==> src/rtl/led_ctrl_pkg.sv <==
// led_ctrl_pkg
// Shared defaults and field-placement helpers for the LED status controller.
//   DEF_STATE_W / DEF_PAGE_W / DEF_SW_W : default field widths
//   DEF_BLINK_DIV                       : default blink half-period in cycles
//   DEF_STRETCH_CYCLES                  : default event overlay hold time
//   state_lsb(), page_lsb()             : LSB position of each LEDR field
package led_ctrl_pkg;

   localparam int DEF_STATE_W        = 3;
   localparam int DEF_PAGE_W         = 4;
   localparam int DEF_SW_W           = 3;
   localparam int DEF_BLINK_DIV      = 25_000_000;
   localparam int DEF_STRETCH_CYCLES = 12_500_000;

   // State field occupies the MSBs of LEDR.
   function automatic int state_lsb(input int num_leds, input int state_w);
      return num_leds - state_w;
   endfunction

   // Page field sits directly above the switch field.
   function automatic int page_lsb(input int sw_w);
      return sw_w;
   endfunction

endpackage

==> src/rtl/led_pulse_stretcher.sv <==
// led_pulse_stretcher
// Stretches single-cycle strobes so they stay visible for CYCLES cycles.
// New strobes while active OR into the mask and restart the hold time.
//   clk    : clock
//   rst_n  : asynchronous active-low reset
//   pulse  : W single-cycle event strobes
//   active : high while a hold is running or a strobe is present now
//   mask   : accumulated strobes, including those arriving this cycle
module led_pulse_stretcher
   import led_ctrl_pkg::*;
#(
   parameter int W      = DEF_PAGE_W,
   parameter int CYCLES = DEF_STRETCH_CYCLES
) (
   input  logic         clk,
   input  logic         rst_n,
   input  logic [W-1:0] pulse,
   output logic         active,
   output logic [W-1:0] mask
);

   localparam int              CNT_W  = $clog2(CYCLES);
   localparam logic [CNT_W-1:0] RELOAD = CNT_W'(CYCLES - 1);

   logic [CNT_W-1:0] cnt_reg, cnt_next;
   logic [W-1:0]     mask_reg, mask_next;
   logic             any_pulse;

   always_comb begin
      any_pulse = |pulse;
      cnt_next  = cnt_reg;
      mask_next = mask_reg;
      if (any_pulse) begin
         // Load when idle, retrigger when running (including the last cycle).
         cnt_next  = RELOAD;
         mask_next = (cnt_reg == '0) ? pulse : (mask_reg | pulse);
      end else if (cnt_reg != '0) begin
         cnt_next = cnt_reg - CNT_W'(1);
         // Mask clears on the same edge the counter returns to zero.
         if (cnt_reg == CNT_W'(1)) begin
            mask_next = '0;
         end
      end
   end

   always_ff @(posedge clk or negedge rst_n) begin
      if (!rst_n) begin
         cnt_reg  <= '0;
         mask_reg <= '0;
      end else begin
         cnt_reg  <= cnt_next;
         mask_reg <= mask_next;
      end
   end

   assign active = any_pulse | (cnt_reg != '0);
   assign mask   = mask_reg | pulse;

endmodule

==> src/rtl/led_status_controller.sv <==
// led_status_controller
// Registered LEDR driver: {state field, page/event field, switch field}.
//   CLOCK_50    : clock
//   RESET_N     : asynchronous active-low reset
//   State       : FSM state, shown in the MSB field (blinks while Alert)
//   Page_Data   : packed pages, page k = [k*PAGE_W +: PAGE_W]
//   Page_Sel    : selected page index (out-of-range selects show 0)
//   Sw_Bits     : cleaned switch bits, shown in the LSB field
//   Event_Pulse : single-cycle strobes, stretched over the page field
//   Alert       : blink the state field while high
//   Freeze      : hold LEDR while high (timers keep running)
//   LEDR        : LED drive, active-high, one cycle of latency
module led_status_controller
   import led_ctrl_pkg::*;
#(
   parameter int STATE_W        = DEF_STATE_W,
   parameter int PAGE_W         = DEF_PAGE_W,
   parameter int SW_W           = DEF_SW_W,
   parameter int NUM_LEDS       = 10,
   parameter int NUM_PAGES      = 4,
   parameter int BLINK_DIV      = DEF_BLINK_DIV,
   parameter int STRETCH_CYCLES = DEF_STRETCH_CYCLES
) (
   input  logic                          CLOCK_50,
   input  logic                          RESET_N,
   input  logic [STATE_W-1:0]            State,
   input  logic [NUM_PAGES*PAGE_W-1:0]   Page_Data,
   input  logic [$clog2(NUM_PAGES)-1:0]  Page_Sel,
   input  logic [SW_W-1:0]               Sw_Bits,
   input  logic [PAGE_W-1:0]             Event_Pulse,
   input  logic                          Alert,
   input  logic                          Freeze,
   output logic [NUM_LEDS-1:0]           LEDR
);

   localparam int BLINK_W   = $clog2(BLINK_DIV);
   localparam int STATE_LSB = state_lsb(NUM_LEDS, STATE_W);
   localparam int PAGE_LSB  = page_lsb(SW_W);

   if (NUM_LEDS != STATE_W + PAGE_W + SW_W) begin : g_bad_layout
      $error("NUM_LEDS must equal STATE_W + PAGE_W + SW_W");
   end
   if (NUM_PAGES < 2 || BLINK_DIV < 2 || STRETCH_CYCLES < 2) begin : g_bad_param
      $error("NUM_PAGES, BLINK_DIV and STRETCH_CYCLES must be >= 2");
   end

   // Free-running blink divider; never gated by Alert or Freeze.
   logic [BLINK_W-1:0] blink_cnt_reg;
   logic               blink_phase_reg;

   always_ff @(posedge CLOCK_50 or negedge RESET_N) begin
      if (!RESET_N) begin
         blink_cnt_reg   <= '0;
         blink_phase_reg <= 1'b1;
      end else if (blink_cnt_reg == BLINK_W'(BLINK_DIV - 1)) begin
         blink_cnt_reg   <= '0;
         blink_phase_reg <= ~blink_phase_reg;
      end else begin
         blink_cnt_reg   <= blink_cnt_reg + BLINK_W'(1);
      end
   end

   // Event overlay keeps running during Freeze so held events survive it.
   logic              ev_active;
   logic [PAGE_W-1:0] ev_mask;

   led_pulse_stretcher #(
      .W      (PAGE_W),
      .CYCLES (STRETCH_CYCLES)
   ) u_stretch (
      .clk    (CLOCK_50),
      .rst_n  (RESET_N),
      .pulse  (Event_Pulse),
      .active (ev_active),
      .mask   (ev_mask)
   );

   // Page select; indices beyond NUM_PAGES fall through to zero.
   logic [PAGE_W-1:0] pages [NUM_PAGES];
   logic [PAGE_W-1:0] page_sel_data;

   for (genvar gi = 0; gi < NUM_PAGES; gi++) begin : g_page
      assign pages[gi] = Page_Data[gi*PAGE_W +: PAGE_W];
   end

   always_comb begin
      page_sel_data = '0;
      for (int k = 0; k < NUM_PAGES; k++) begin
         if (int'(Page_Sel) == k) begin
            page_sel_data = pages[k];
         end
      end
   end

   logic [STATE_W-1:0]  state_fld;
   logic [PAGE_W-1:0]   page_fld;
   logic [NUM_LEDS-1:0] led_next;

   always_comb begin
      state_fld = Alert ? (State & {STATE_W{blink_phase_reg}}) : State;
      page_fld  = ev_active ? ev_mask : page_sel_data;
      led_next  = '0;
      led_next[STATE_LSB +: STATE_W] = state_fld;
      led_next[PAGE_LSB  +: PAGE_W]  = page_fld;
      led_next[0         +: SW_W]    = Sw_Bits;
   end

   logic [NUM_LEDS-1:0] ledr_reg;

   always_ff @(posedge CLOCK_50 or negedge RESET_N) begin
      if (!RESET_N) begin
         ledr_reg <= '0;
      end else if (!Freeze) begin
         ledr_reg <= led_next;
      end
   end

   assign LEDR = ledr_reg;

endmodule

==> config.mk <==
export PLATFORM = sky130hd
export DESIGN_NAME = led_status_controller
export DESIGN_NICKNAME = d
export VERILOG_FILES = /design/src/rtl/led_ctrl_pkg.sv /design/src/rtl/led_pulse_stretcher.sv /design/src/rtl/led_status_controller.sv
export SDC_FILE = /design/constraint.sdc
export NUM_CORES = 1
export LEC_CHECK = 0
export ABC_AREA = 0
export ABC_CLOCK_PERIOD_IN_PS = 2150
export BUFFER_PORTS_ARGS = -buffer_cell sky130_fd_sc_hd__buf_4
export CORE_MARGIN = 2
export CORE_UTILIZATION = 50
export DETAILED_ROUTE_END_ITERATION = 8
export PLACE_DENSITY_LB_ADDON = 0.05
export SLEW_MARGIN = 20
export SYNTH_ARGS = -nofsm -noshare
export SYNTH_HDL_FRONTEND = slang
export SYNTH_SLANG_ARGS = --single-unit
==> constraint.sdc <==
create_clock -name CLOCK_50 -period 2.15 [get_ports CLOCK_50]
set_clock_uncertainty 0.1 [all_clocks]
set_input_delay 0.215 -clock CLOCK_50 [delete_from_list [all_inputs] [get_ports CLOCK_50]]
set_output_delay 0.215 -clock CLOCK_50 [all_outputs]
set_load 0.01 [all_outputs]
==> metrics.md <==
| Metric | Value |
|---|---|
| Most frequent cell after synthesis | dfrtp_1 |
| Final ANT Viol Nets | 0 |
| First-pass GRT wire length | 11800 µm |
| Yosys top cell area share | 0.480 |
| Highest clock rate | 468 MHz |
| Reg2reg start | u_stretch.cnt_reg[18]$_DFFE_PN0P_ |
| Yosys cell types | 47 |
| Std-Cell Rows | 29 |
| I/O pins | 42 |
| Crit path required time | 2260 ps |
| Endpoint class of the critical path | flop |
| Largest net degree at the start of global routing | 65 |
| Post-synth top area cell | dfrtp_1 |
| DIE WIDTH | 85.1 µm |
| Power density over the cells | 550 mW/mm² |
| Async SR Flop Fraction | 1.00 |
| Slew HR | 0.475 |
| WL per Instance | 14.5 µm |
| Die Ht | 85.1 µm |
| Post-Syn Area | 0.00329 mm² |
| Max VDD drop | 0.000394 V |
| Cts bufs inserted | 9 |
| GR Overflow Total | 0 |
| Initial Utilization | 0.517 |
| Vias in the first global route | 2541 |
| CORE AREA | 0.00635 mm² |
| CP Class | in -> reg |
| Setup slack, reg-to-reg | 40 ps |
| Worst-Margin Slew | 788 ps |
| Cells after synthesis | 316 |
| Yosys reg bits | 64 |
| Period utilization | 0.993 |
| Mean Syn Cell Area | 10.4 µm² |
| Synth-to-Final Area Change | 27.1% |
| Reg2reg path depth | 5 |
| Status | finished clean |
| DP Cell Count | 456 |
| CTS tree | built |
| Final WL | 6980 µm |
| FILL cells | 539 |
| Number of enable flip-flop cells after synthesis | 0 |
| Hold Path Class | in -> reg |
| RSZ-0062 raised after global routing | true |
| Layout cell share with drive strength beyond 1 | 0.285 |
| Initial antenna violation count | 0 |
| Synth cell count leaders | 63 x dfrtp_1, 34 x nand2_1, 26 x nor2_1, 25 x xnor2_1, 15 x nor4_1 |
| Slew Limit Fails | 0 |
| Total GRT Usage | 0.207 |
| Max-cap violations | 0 |
| Mapped Nets | 351 |
| Htree depth | 3 |
| Worst Hold End | LEDR[8]$_DFFE_PN0N_ |
| Final routed DRC violation total | 0 |
| Post-CTS setup-driven buffer insertion count | 0 |
| Hold Path Stages | 3 |
| Final setup viols | 0 |
| Finished Layout Cells | 480 |
| Clock-pin slew on the worst setup and hold paths | 70 ps |
| Vias per Instance | 5.40 |
| RR Endpoint | u_stretch.cnt_reg[23]$_DFFE_PN0P_ |
| Final hold violation count | 0 |
| Root buffer cell | clkbuf_8 |
| Clock buffer depth | 2 |
| Critical Path Fanout Max | 4 |
| CP Launch Type | input pin |
| Routed via count | 2590 |
| TritonRoute pass-1 iters | 4 |
| Global placer's final weighted congestion | 0.845 |
| Fin crit period | 2140 ps |
| Hold_sp | State[1] |
| Buffers added on ports | 41 |
| Die area | 0.00724 mm² |
| Top post-synthesis cells by area | dfrtp_1 48%, xnor2_1 6.7%, nand2_1 3.9%, nor2_1 3.0%, xor2_1 2.9% |
| Synth Flop Type | dfrtp_1 |
| Diodes inserted | 0 |
| CTS sink cnt | 64 |
| Net count, final | 433 |
| Max reg flops | 25 |
| Static Leak | 1.66 nW |
| Register area share after synthesis | 0.488 |
| Final HPWL DP | 4910 µm |
| Hold_ws | 19.3 ps |
| Worst-Skew Late Latency | 340 ps |
| Ys Warns | 0 |
| WP data arrival | 2250 ps |
| Initial DRC count | 125 |
how the worst max path moves through the flow:
stage | endpoint | slack, ps | cells past startpoint | start
final | LEDR[6]$_DFFE_PN0N_ | 10 | 6 | Event_Pulse[3]
after floorplan | LEDR[5]$_DFFE_PN0N_ | 50 | 7 | u_stretch.cnt_reg[0]$_DFFE_PN0P_
after global placement | LEDR[6]$_DFFE_PN0N_ | 70 | 7 | u_stretch.cnt_reg[0]$_DFFE_PN0P_
after CTS | LEDR[6]$_DFFE_PN0N_ | 10 | 7 | u_stretch.cnt_reg[0]$_DFFE_PN0P_
after detailed placement | u_stretch.cnt_reg[23]$_DFFE_PN0P_ | 7 | 5 | u_stretch.cnt_reg[10]$_DFFE_PN0P_
after global routing | u_stretch.cnt_reg[23]$_DFFE_PN0P_ | -10 | 5 | u_stretch.cnt_reg[18]$_DFFE_PN0P_
where the power goes:
part	total, mW	internal [mW]	switching, mW
clock	0.930	0.480	0.450
combinational	0.148	0.0817	0.0662
sequential	1.22	1.21	0.00546
total	2.30	1.78	0.522
kinds of logic after synthesis:
family / Yosys count / share of synthesized area
and+or+nand+nor: 148 / 0.259
DFF: 64 / 0.488
muxes: 8 / 0.0407
AOI/OAI and AO/OA: 40 / 0.0834
buffers and inverters: 17 / 0.0217
xor gates and xnor gates: 36 / 0.0960
adders and majority gates: 3 / 0.0114
layout make-up:
| class | instances | area (µm²) | share of cell area |
|---|---|---|---|
| Sequential cell | 64 | 1600 | 0.384 |
| Timing Repair Buffer | 79 | 613 | 0.147 |
| Multi-Input combinational cell | 235 | 1650 | 0.396 |
| Clock buffer | 13 | 159 | 0.0380 |
| Inverter | 9 | 33.8 | 0.00809 |
| Clock inverter | 3 | 18.8 | 0.00449 |
| Tap cell | 77 | 96.3 | 0.0231 |
layout by cell type, fill, tap and decap left out, drive strengths merged, types with 2 or more instances in the layout:
master | Yosys | final
nand2 | 34 | 34
nor3b | 2 | 2
inv | 9 | 9
dlygate4sd3 | 0 | 8
ha | 3 | 3
and4 | 4 | 4
nor3 | 9 | 9
or3 | 7 | 7
a21o | 4 | 4
o31ai | 3 | 3
mux4 | 4 | 4
clkbuf | 4 | 13
nand4 | 6 | 6
o211ai | 2 | 2
o311a | 4 | 4
nand3 | 11 | 11
dfrtp | 63 | 63
xnor2 | 25 | 25
a31o | 2 | 2
and3 | 4 | 4
mux2 | 3 | 3
a211oi | 2 | 2
buf | 4 | 71
nand2b | 6 | 6
nor2 | 26 | 26
a2111oi | 2 | 2
clkinv | 0 | 3
a21oi | 8 | 8
nor4 | 20 | 20
or2 | 6 | 6
o21ai | 10 | 10
and2 | 4 | 4
or4 | 5 | 5
xor2 | 11 | 11
layer usage:
metal / vias up / GRT usage / routed length (µm)
met2: 26 / 0.333 / 3430
met1: 1249 / 0.273 / 3300
li1: 1308 / - / -
met5: - / 0 / 0
met4: 0 / 0.0606 / 62
met3: 7 / 0.0593 / 178
what timing repair did:
| action | in CTS | in global routing |
|---|---|---|
| endpoints found under the setup margin | 2 | 8 |
| pin swaps | 1 | 3 |
| gates resized for setup | 3 | 7 |
| hold buffers | 8 | 0 |
| endpoints found under the hold margin | 70 | 0 |
per-stage QoR:
step / area (µm²) / utilization / setup WS (ps) / TNS (ps) / power, mW
global placement: 3880 / 0.611 / 71.7 / 0 / 1.38
finish: 4180 / 0.658 / 14.8 / 0 / 2.30
global route: 4180 / 0.658 / -13.6 / -24.3 / 2.40
floorplan: 3290 / - / 51.6 / 0 / 1.28
CTS: 4150 / 0.654 / 10.7 / 0 / 2.34
detailed placement: 3880 / 0.611 / 7.07 / 0 / 1.38
critical path, cell delays in order:
cell and delay (ps):
dlygate4sd3_1 540, buf_4 150, or4_4 430, or4_4 540
or2_0 240, o311a_1 130
Note: power is estimated with default switching activity, not from simulation.
